## src/rtl/exibidor_pkg.sv

```systemverilog
// exibidor_pkg: segment codes, converter states, slot indices and small helpers
package exibidor_pkg;
    localparam logic [6:0] SEG_0     = 7'h3F;
    localparam logic [6:0] SEG_1     = 7'h06;
    localparam logic [6:0] SEG_2     = 7'h5B;
    localparam logic [6:0] SEG_3     = 7'h4F;
    localparam logic [6:0] SEG_4     = 7'h66;
    localparam logic [6:0] SEG_5     = 7'h6D;
    localparam logic [6:0] SEG_6     = 7'h7D;
    localparam logic [6:0] SEG_7     = 7'h07;
    localparam logic [6:0] SEG_8     = 7'h7F;
    localparam logic [6:0] SEG_9     = 7'h6F;
    localparam logic [6:0] SEG_BLANK = 7'h00;

    typedef enum logic {OCIOSO, CONVERTE} estado_t;

    localparam logic [1:0] SLOT_UNI = 2'd0;
    localparam logic [1:0] SLOT_DEZ = 2'd1;
    localparam logic [1:0] SLOT_CEN = 2'd2;

    function automatic logic [3:0] soma3(input logic [3:0] n);
        return n >= 4'd5 ? n + 4'd3 : n;
    endfunction

    // Non-decimal nibbles cannot come out of the converter; they show blank.
    function automatic logic [6:0] seg_de(input logic [3:0] n);
        case (n)
            4'd0:    return SEG_0;
            4'd1:    return SEG_1;
            4'd2:    return SEG_2;
            4'd3:    return SEG_3;
            4'd4:    return SEG_4;
            4'd5:    return SEG_5;
            4'd6:    return SEG_6;
            4'd7:    return SEG_7;
            4'd8:    return SEG_8;
            4'd9:    return SEG_9;
            default: return SEG_BLANK;
        endcase
    endfunction
endpackage

```

## src/rtl/conversor_bcd.sv

```systemverilog
// conversor_bcd: sequential double-dabble, 8 steps per conversion, publishes
// the three BCD digits only on the completing edge.
module conversor_bcd
    import exibidor_pkg::*;
(
    input  logic       clk,
    input  logic       rst,
    input  logic       inicia,
    input  logic [7:0] valor,
    output logic [3:0] centenas,
    output logic [3:0] dezenas,
    output logic [3:0] unidades,
    output logic       ocupado
);
    estado_t     estado_q;
    logic [7:0]  shift_q;
    logic [11:0] bcd_q;
    logic [2:0]  passo_q;
    logic [3:0]  cen_q, dez_q, uni_q;
    logic        ocupado_q;
    logic [11:0] ajuste;
    logic [19:0] prox;

    always_comb begin
        ajuste = {soma3(bcd_q[11:8]), soma3(bcd_q[7:4]), soma3(bcd_q[3:0])};
        prox   = {ajuste, shift_q} << 1;
    end

    always_ff @(posedge clk or negedge rst) begin
        if (!rst) begin
            estado_q  <= OCIOSO;
            shift_q   <= '0;
            bcd_q     <= '0;
            passo_q   <= '0;
            cen_q     <= '0;
            dez_q     <= '0;
            uni_q     <= '0;
            ocupado_q <= 1'b0;
        end else begin
            case (estado_q)
                OCIOSO: if (inicia) begin
                    shift_q   <= valor;
                    bcd_q     <= '0;
                    passo_q   <= '0;
                    ocupado_q <= 1'b1;
                    estado_q  <= CONVERTE;
                end
                CONVERTE: begin
                    {bcd_q, shift_q} <= prox;
                    passo_q          <= passo_q + 3'd1;
                    if (passo_q == 3'd7) begin
                        cen_q     <= prox[19:16];
                        dez_q     <= prox[15:12];
                        uni_q     <= prox[11:8];
                        ocupado_q <= 1'b0;
                        estado_q  <= OCIOSO;
                    end
                end
                default: estado_q <= OCIOSO;
            endcase
        end
    end

    assign centenas = cen_q;
    assign dezenas  = dez_q;
    assign unidades = uni_q;
    assign ocupado  = ocupado_q;
endmodule

```

## src/rtl/exibidor_decimal.sv

```systemverilog
// exibidor_decimal: converts the calculator result to BCD on change and
// time-multiplexes the three digits onto one 7-segment bus with leading-zero blanking.
module exibidor_decimal
    import exibidor_pkg::*;
#(
    parameter int unsigned DIV_MUX = 1000
) (
    input  logic       clk,
    input  logic       rst,
    input  logic [7:0] valor,
    output logic [6:0] seg,
    output logic [2:0] digito,
    output logic [3:0] centenas,
    output logic [3:0] dezenas,
    output logic [3:0] unidades,
    output logic       ocupado
);
    logic [7:0]  ultimo_q, ultimo_d;
    logic [15:0] cnt_q, cnt_d;
    logic [1:0]  slot_q, slot_d;
    logic        inicia, vira;

    // ocupado is low exactly when the converter is idle, so it gates new starts.
    always_comb begin
        inicia   = !ocupado && valor != ultimo_q;
        ultimo_d = inicia ? valor : ultimo_q;
        vira     = cnt_q == 16'(DIV_MUX - 1);
        cnt_d    = vira ? 16'd0 : cnt_q + 16'd1;
        slot_d   = !vira ? slot_q : slot_q == SLOT_CEN ? SLOT_UNI : slot_q + 2'd1;
    end

    always_ff @(posedge clk or negedge rst) begin
        if (!rst) begin
            ultimo_q <= '0;
            cnt_q    <= '0;
            slot_q   <= SLOT_UNI;
        end else begin
            ultimo_q <= ultimo_d;
            cnt_q    <= cnt_d;
            slot_q   <= slot_d;
        end
    end

    conversor_bcd u_conv (
        .clk      (clk),
        .rst      (rst),
        .inicia   (inicia),
        .valor    (valor),
        .centenas (centenas),
        .dezenas  (dezenas),
        .unidades (unidades),
        .ocupado  (ocupado)
    );

    always_comb begin
        digito = 3'b001 << slot_q;
        seg    = slot_q == SLOT_UNI ? seg_de(unidades)
               : slot_q == SLOT_DEZ ? ((centenas == 4'd0 && dezenas == 4'd0) ? SEG_BLANK : seg_de(dezenas))
               : slot_q == SLOT_CEN ? (centenas == 4'd0 ? SEG_BLANK : seg_de(centenas))
               : SEG_BLANK;
    end
endmodule

```

## config.mk

```make
export PLATFORM = sky130hd
export DESIGN_NAME = exibidor_decimal
export DESIGN_NICKNAME = d
export VERILOG_FILES = /design/src/rtl/exibidor_pkg.sv /design/src/rtl/conversor_bcd.sv /design/src/rtl/exibidor_decimal.sv
export SDC_FILE = /design/constraint.sdc
export NUM_CORES = 1
export LEC_CHECK = 0
export BUFFER_PORTS_ARGS = -buffer_cell sky130_fd_sc_hd__buf_4
export CORE_MARGIN = 5
export CORE_UTILIZATION = 57
export CTS_BUF_LIST = sky130_fd_sc_hd__clkbuf_2
export DETAILED_ROUTE_END_ITERATION = 16
export MAX_ROUTING_LAYER = met4
export PLACE_DENSITY_LB_ADDON = 0.1
export SYNTH_ARGS = -nofsm -noshare
export SYNTH_HDL_FRONTEND = slang
export SYNTH_HIERARCHICAL = 1
export SYNTH_SLANG_ARGS = --single-unit
```

## constraint.sdc

```tcl
create_clock -name clk -period 2.5 [get_ports clk]
set_input_delay 0.75 -clock clk [delete_from_list [all_inputs] [get_ports clk]]
set_output_delay 0.75 -clock clk [all_outputs]
set_load 0.005 [all_outputs]
```

# Word level (Yosys, flattened, before mapping)
# Memories as Yosys holds them, arrays and structs flattened.
# Index checks and enable logic that the tools add are counted.
# Widths: inputs -> output; s select.
[op_classes]
bitwise_logic = 1
n_eq_ne = 7
shifts = 1
reduce_logical = 8
magnitude_cmp = 3
addsub = 6
mux = 22
[op_table]
columns = ["cell", "count"]
rows = [
  ["$mux 7", 5],
  ["$pmux 12 s2", 1],
  ["$add 16x1->16 const B", 1],
  ["$eq 16x10->1 const B", 1],
  ["$mux 16", 1],
  ["$pmux 8 s2", 1],
  ["$ge 4x3->1 const B", 3],
  ["$mux 12", 1],
  ["$add 4x2->4 const B", 2],
  ["$logic_not 4->1", 2],
  ["$mux 4", 2],
  ["$mux 8", 1],
  ["$ne 8x8->1", 1],
  ["$mux 3", 2],
  ["$pmux 3 s2", 1],
  ["$mux 1", 4],
  ["$ne 2x2->1 const B", 2],
  ["$pmux 1 s2", 2],
  ["$reduce_and 2->1", 2],
  ["$add 3x1->3 const B", 1],
  ["$add 3x2->3 const B", 1],
  ["$eq 3x3->1 const B", 1],
  ["$shl 1x2->3 const A", 1],
  ["$add 2x1->2 const B", 1],
  ["other kinds (7)", 8],
]
[totals]
elab_cells = 62
rom_bits = 336
ff_bits = 63
mem_count = 3
[memory_table]
columns = ["name", "words", "word_bits", "read_ports", "rd_ports_with_merged_regs", "write_ports", "line", "text"]
rows = [
  ["(name not given)", 16, 7, 1, 0, 0, "exibidor_pkg.sv:27", "case (n)"],
  ["(name not given)", 16, 7, 1, 0, 0, "exibidor_pkg.sv:27", ""],
  ["(name not given)", 16, 7, 1, 0, 0, "exibidor_pkg.sv:27", ""],
]

# Longest topological paths before layout
[logic_depth]
depth_word = 5
mapped_depth = 7
mapped_depth_nobuf = 6

# Hierarchy
# Netlist, hierarchy kept.
[modules_own_cells]
columns = ["mod", "area_per_inst_um2", "instances", "cells_each"]
rows = [
  ["conversor_bcd", 1958.1, 1, 202],
  ["exibidor_decimal", 1904.3, 1, 205],
]

# Least setup slack after synthesis
# OpenSTA, ideal clock, no wires.
[synth_timing]
kind = "flip-flop to output port"
startpoint = "reg u_conv.cen_q[1], in the netlist u_conv/centenas[1]"
endpoint = "out seg[3]"
path_buffers = 0
required_ns = 1.750
slack_ns = 0.098
path_stages_with_launch = 7
arrival_time_ns = 1.652
cell_sequence = "dfrtp_1 -> inv_1 -> ha_1 -> nor4b_1 -> a211oi_1 -> o21ai_0 -> a31oi_1"
[synth_via]
elab_chain_len = 5
word_cells_on_any_way = 8
[synth_lines]
columns = ["item", "line", "text"]
rows = [
  ["from (decl)", "conversor_bcd.sv:19", "logic [3:0] cen_q, dez_q, uni_q;"],
  ["from (signal assigned)", "conversor_bcd.sv:52", "cen_q <= prox[19:16];"],
  ["$mem_v2 16x7 / $logic_not 4->1 (equally long branches)", "-", ""],
  ["$mux 7 / $logic_and 1x1->1 (equally long branches)", "exibidor_decimal.sv:59, exibidor_decimal.sv:58", ""],
  ["$mux 7, on equally long branches", "exibidor_decimal.sv:59, exibidor_decimal.sv:58", ""],
  ["$mux 7 (*)", "exibidor_decimal.sv:58", ": slot_q == SLOT_DEZ ? ((centenas == 4'd0 && dezenas == 4'd0) ? SEG_BLANK : seg_de(dezenas))"],
  ["$mux 7 (*)", "exibidor_decimal.sv:57", "seg = slot_q == SLOT_UNI ? seg_de(unidades)"],
  ["to (decl)", "exibidor_decimal.sv:11", "output logic [6:0] seg,"],
]
# Mark *: on every way between the ends. The rest lies on a longest branch, timed or not.

# Final worst setup path
[layout_timing]
startpoint = "reg u_conv.cen_q[1], in the netlist u_conv/centenas[1]"
endpoint = "out seg[4]"
# The elaborated chain is that of the path after synthesis.

==> flow_summary.toml <==
[floorplanning]
core_um2 = 6680
fp.dieW_um = 92.3
dieArea_um2 = 8520
io_pins = 33
num_rows = 30
start_util_pct = 57.8
chipHeight_um = 92.3

[cells_and_area]
areaGrowthSynthToFinish_pct = 17.2
seq_area_um2 = 1580
post-route-util_pct = 67.8
antenna_cells = 0
layout.nets = 487
drive_above_1_share_pct = 24.3
final_cell_count_no_fill = 537
design_area_um2 = 4530
nFillCells = 518
multiInputGateArea_um2 = 2160

[worst_setup_path]
r2r_end = "u_conv/centenas[0]"
crit_path_start = "u_conv/centenas[1]"
reg2reg_slack_ns = 0.60
start_kind = "flip-flop"
r2r_start = "u_conv/passo_q[0]"
worstSetupEndpoint = "seg[4]"
path_class = "reg2out"
path_max_fanout = 3
critPathArrivalTime_ns = 2.11
critPathRequiredTime_ns = 1.75
reg2regPathDepth = 5
end_kind = "output pin"

[detailed_routing]
drt_first_pass_iters = 6
viasPerCell = 5.78
totalWireLength_mm = 8.45
num_vias = 3106
drt_iter0_markers = 105
postRouteAntennaNets = 0
drc_errors = 0
wire_per_inst_um = 15.7

[placement]
dp_hpwl_mm = 5.76
dpl-instance-area_um2 = 4220
place_inst = 512
port-buffer-count = 32
gp_congestion = 0.815

[timing]
slew_viol_final = 0
finalCriticalPeriod_ns = 2.86
whs_ns = 0.304
setup_tns_ns = -1.98
finClkSkew_ns = 0.0280
max_freq_mhz = 350
worst_slew_pin_slew_ns = 0.797
post-route-period-util_pct = 114
layout_setup_ws_ns = -0.359
rsz0062_at_grt = "true"
setup-violations-final = 7
hold_viol_final = 0
slew_headroom_pct = 46.9

[yosys]
synth_cell_type_count = 54
yosysMostFrequentCell = "dfrtp_1"
synth-seq-area-share_pct = 40.8
synth_area_um2 = 3860
synth-async-reset-ratio_pct = 100
synth_edf_count = 0
synth-main-ff-cell = "dfrtp_1"
yosysWarnings = 6
synth.top_cells.by_area = "dfrtp_1, ha_1, nand2_1"
synth_cells = 407
synth_top_area_share_pct = 40.8
synth-seq-cells = 63
ys_top_cells_by_count = "dfrtp_1, nand2_1, ha_1, inv_1, nor2_1"
syn_area_per_cell_um2 = 9.49
yosys.area.top_type = "dfrtp_1"
synth_nets = 442

[cts]
cts_max_level = 3
clockBufferDepth = 2
cts.clk_slew.worst_paths_ns = 0.19
numCtsBuffers = 9
insertion_delay_ns = 0.49
clkSinkCount = 63
cts_tree = "done"
hold_buffers = 0
ctsRootBufferMaster = "clkbuf_2"

[grt]
grt_pass1_vias = 2830
grt_usage_pct = 20.7
antenna_found_initial = 0
grt_max_degree = 64
gr-total-overflow = 0
grt_pass1_wl_mm = 13.8

[pwr]
vdd_drop_max_mv = 0.714
leakagePower_nw = 2.05
power-per-cell-area_nw_per_um2 = 1200

[min_path]
hold_class = "in2async"

[run]
maxCapViolations = 0

[status]
violations = "negative setup slack"
status = "finished with violations"
==> report_power, final <==
| group | total (W) | internal [W] | switching [W] |
|---|---|---|---|
| combinational | 0.00296 | 0.00143 | 0.00152 |
| clock | 0.000739 | 0.000332 | 0.000407 |
| sequential | 0.00174 | 0.00136 | 0.000387 |
==> state kept, by name, summed over array words and instances, names as in the netlist, 2 cells and up <==
register,count
u_conv/dezenas,4
cnt_q,16
ultimo_q,8
u_conv/bcd_q,12
u_conv/passo_q,3
u_conv/shift_q,8
u_conv/unidades,4
slot_q,2
u_conv/centenas,4
==> cells by family (layout without fill, tap and decap cells) <==
family | count (synthesis) | after routing | share of synthesized area (%)
muxes | 22 | 22 | 6.22
xor gates and xnor gates | 22 | 22 | 4.99
and+or+nand+nor | 138 | 138 | 18.4
buffers and inverters | 51 | 101 | 5.77
AOI/OAI and AO/OA | 86 | 86 | 15.7
adders and majority gates | 25 | 25 | 8.10
DFF | 63 | 63 | 40.8
==> worst max-delay path, stage by stage, from the launching register on <==
cell and delay, ns:
dfrtp_1 0.43, inv_2 0.07, ha_4 0.16, nor2b_4 0.12, or3b_4 0.37, a311o_1 0.31, nand2_1 0.07, buf_4 0.10
==> placed cells by master, fill, tap and decap left out, types with 4 or more instances in the layout <==
cell and count:
nand4_1 6, inv_2 4, nand2_1 42, buf_4 59
nor2_1 24, mux2i_1 12, o21ai_0 17, inv_1 21
nand2b_1 7, nand3_1 19, mux2_2 8, a2111o_1 6
clkbuf_2 9, ha_1 22, nor3_1 5, dfrtp_1 62
a21oi_1 12, o22ai_1 4, a31oi_1 5, o31ai_1 8
nor4_1 5, nor2b_1 6, xnor2_1 4, xor2_1 18
==> per-stage QoR <==
stage          setup WS [ns]  power [W]
2_1_floorplan         0.0978    0.00349
3_3_place_gp          0.0903    0.00428
3_5_place_dp          0.0524    0.00438
4_1_cts               -0.408    0.00520
5_1_grt               -0.479    0.00588
6_report              -0.359    0.00544
==> how the worst min path moves through the flow <==
stage | to | slack [ns] | depth (start not counted)
2_1_floorplan | cnt_q[0] | 0.42 | 1
3_3_place_gp | cnt_q[0] | 0.44 | 1
3_5_place_dp | cnt_q[0] | 0.45 | 1
4_1_cts | cnt_q[4] | 0.32 | 1
5_1_grt | cnt_q[11] | 0.32 | 1
6_report | slot_q[0] | 0.30 | 1
==> timing repair <==
| item | 4_1_cts | 5_1_grt |
|---|---|---|
| setup buffers | 1 | 9 |
| pin swaps | 4 | 12 |
| cloned | 0 | 0 |
| endpoints found under the setup margin | 7 | 7 |
| gates resized for setup | 11 | 17 |
==> final cells by class <==
cell class | count | share of cell area [%]
well taps | 80 | 2.21
inverters | 25 | 2.07
repair buffers | 60 | 10.0
clock buffers | 9 | 0.995
multi-input cells | 293 | 47.7
flip-flops and latches | 63 | 34.8
clock inverters | 7 | 2.13
==> layer usage <==
metal	track usage (%)	up-vias	routed length, µm
li1	-	1532	-
met1	28.4	1487	4040
met2	30.5	75	3940
met3	4.22	12	352
met4	7.67	0	124
met5	-	-	0
No activity file was read; power rests on OpenSTA's default activity.
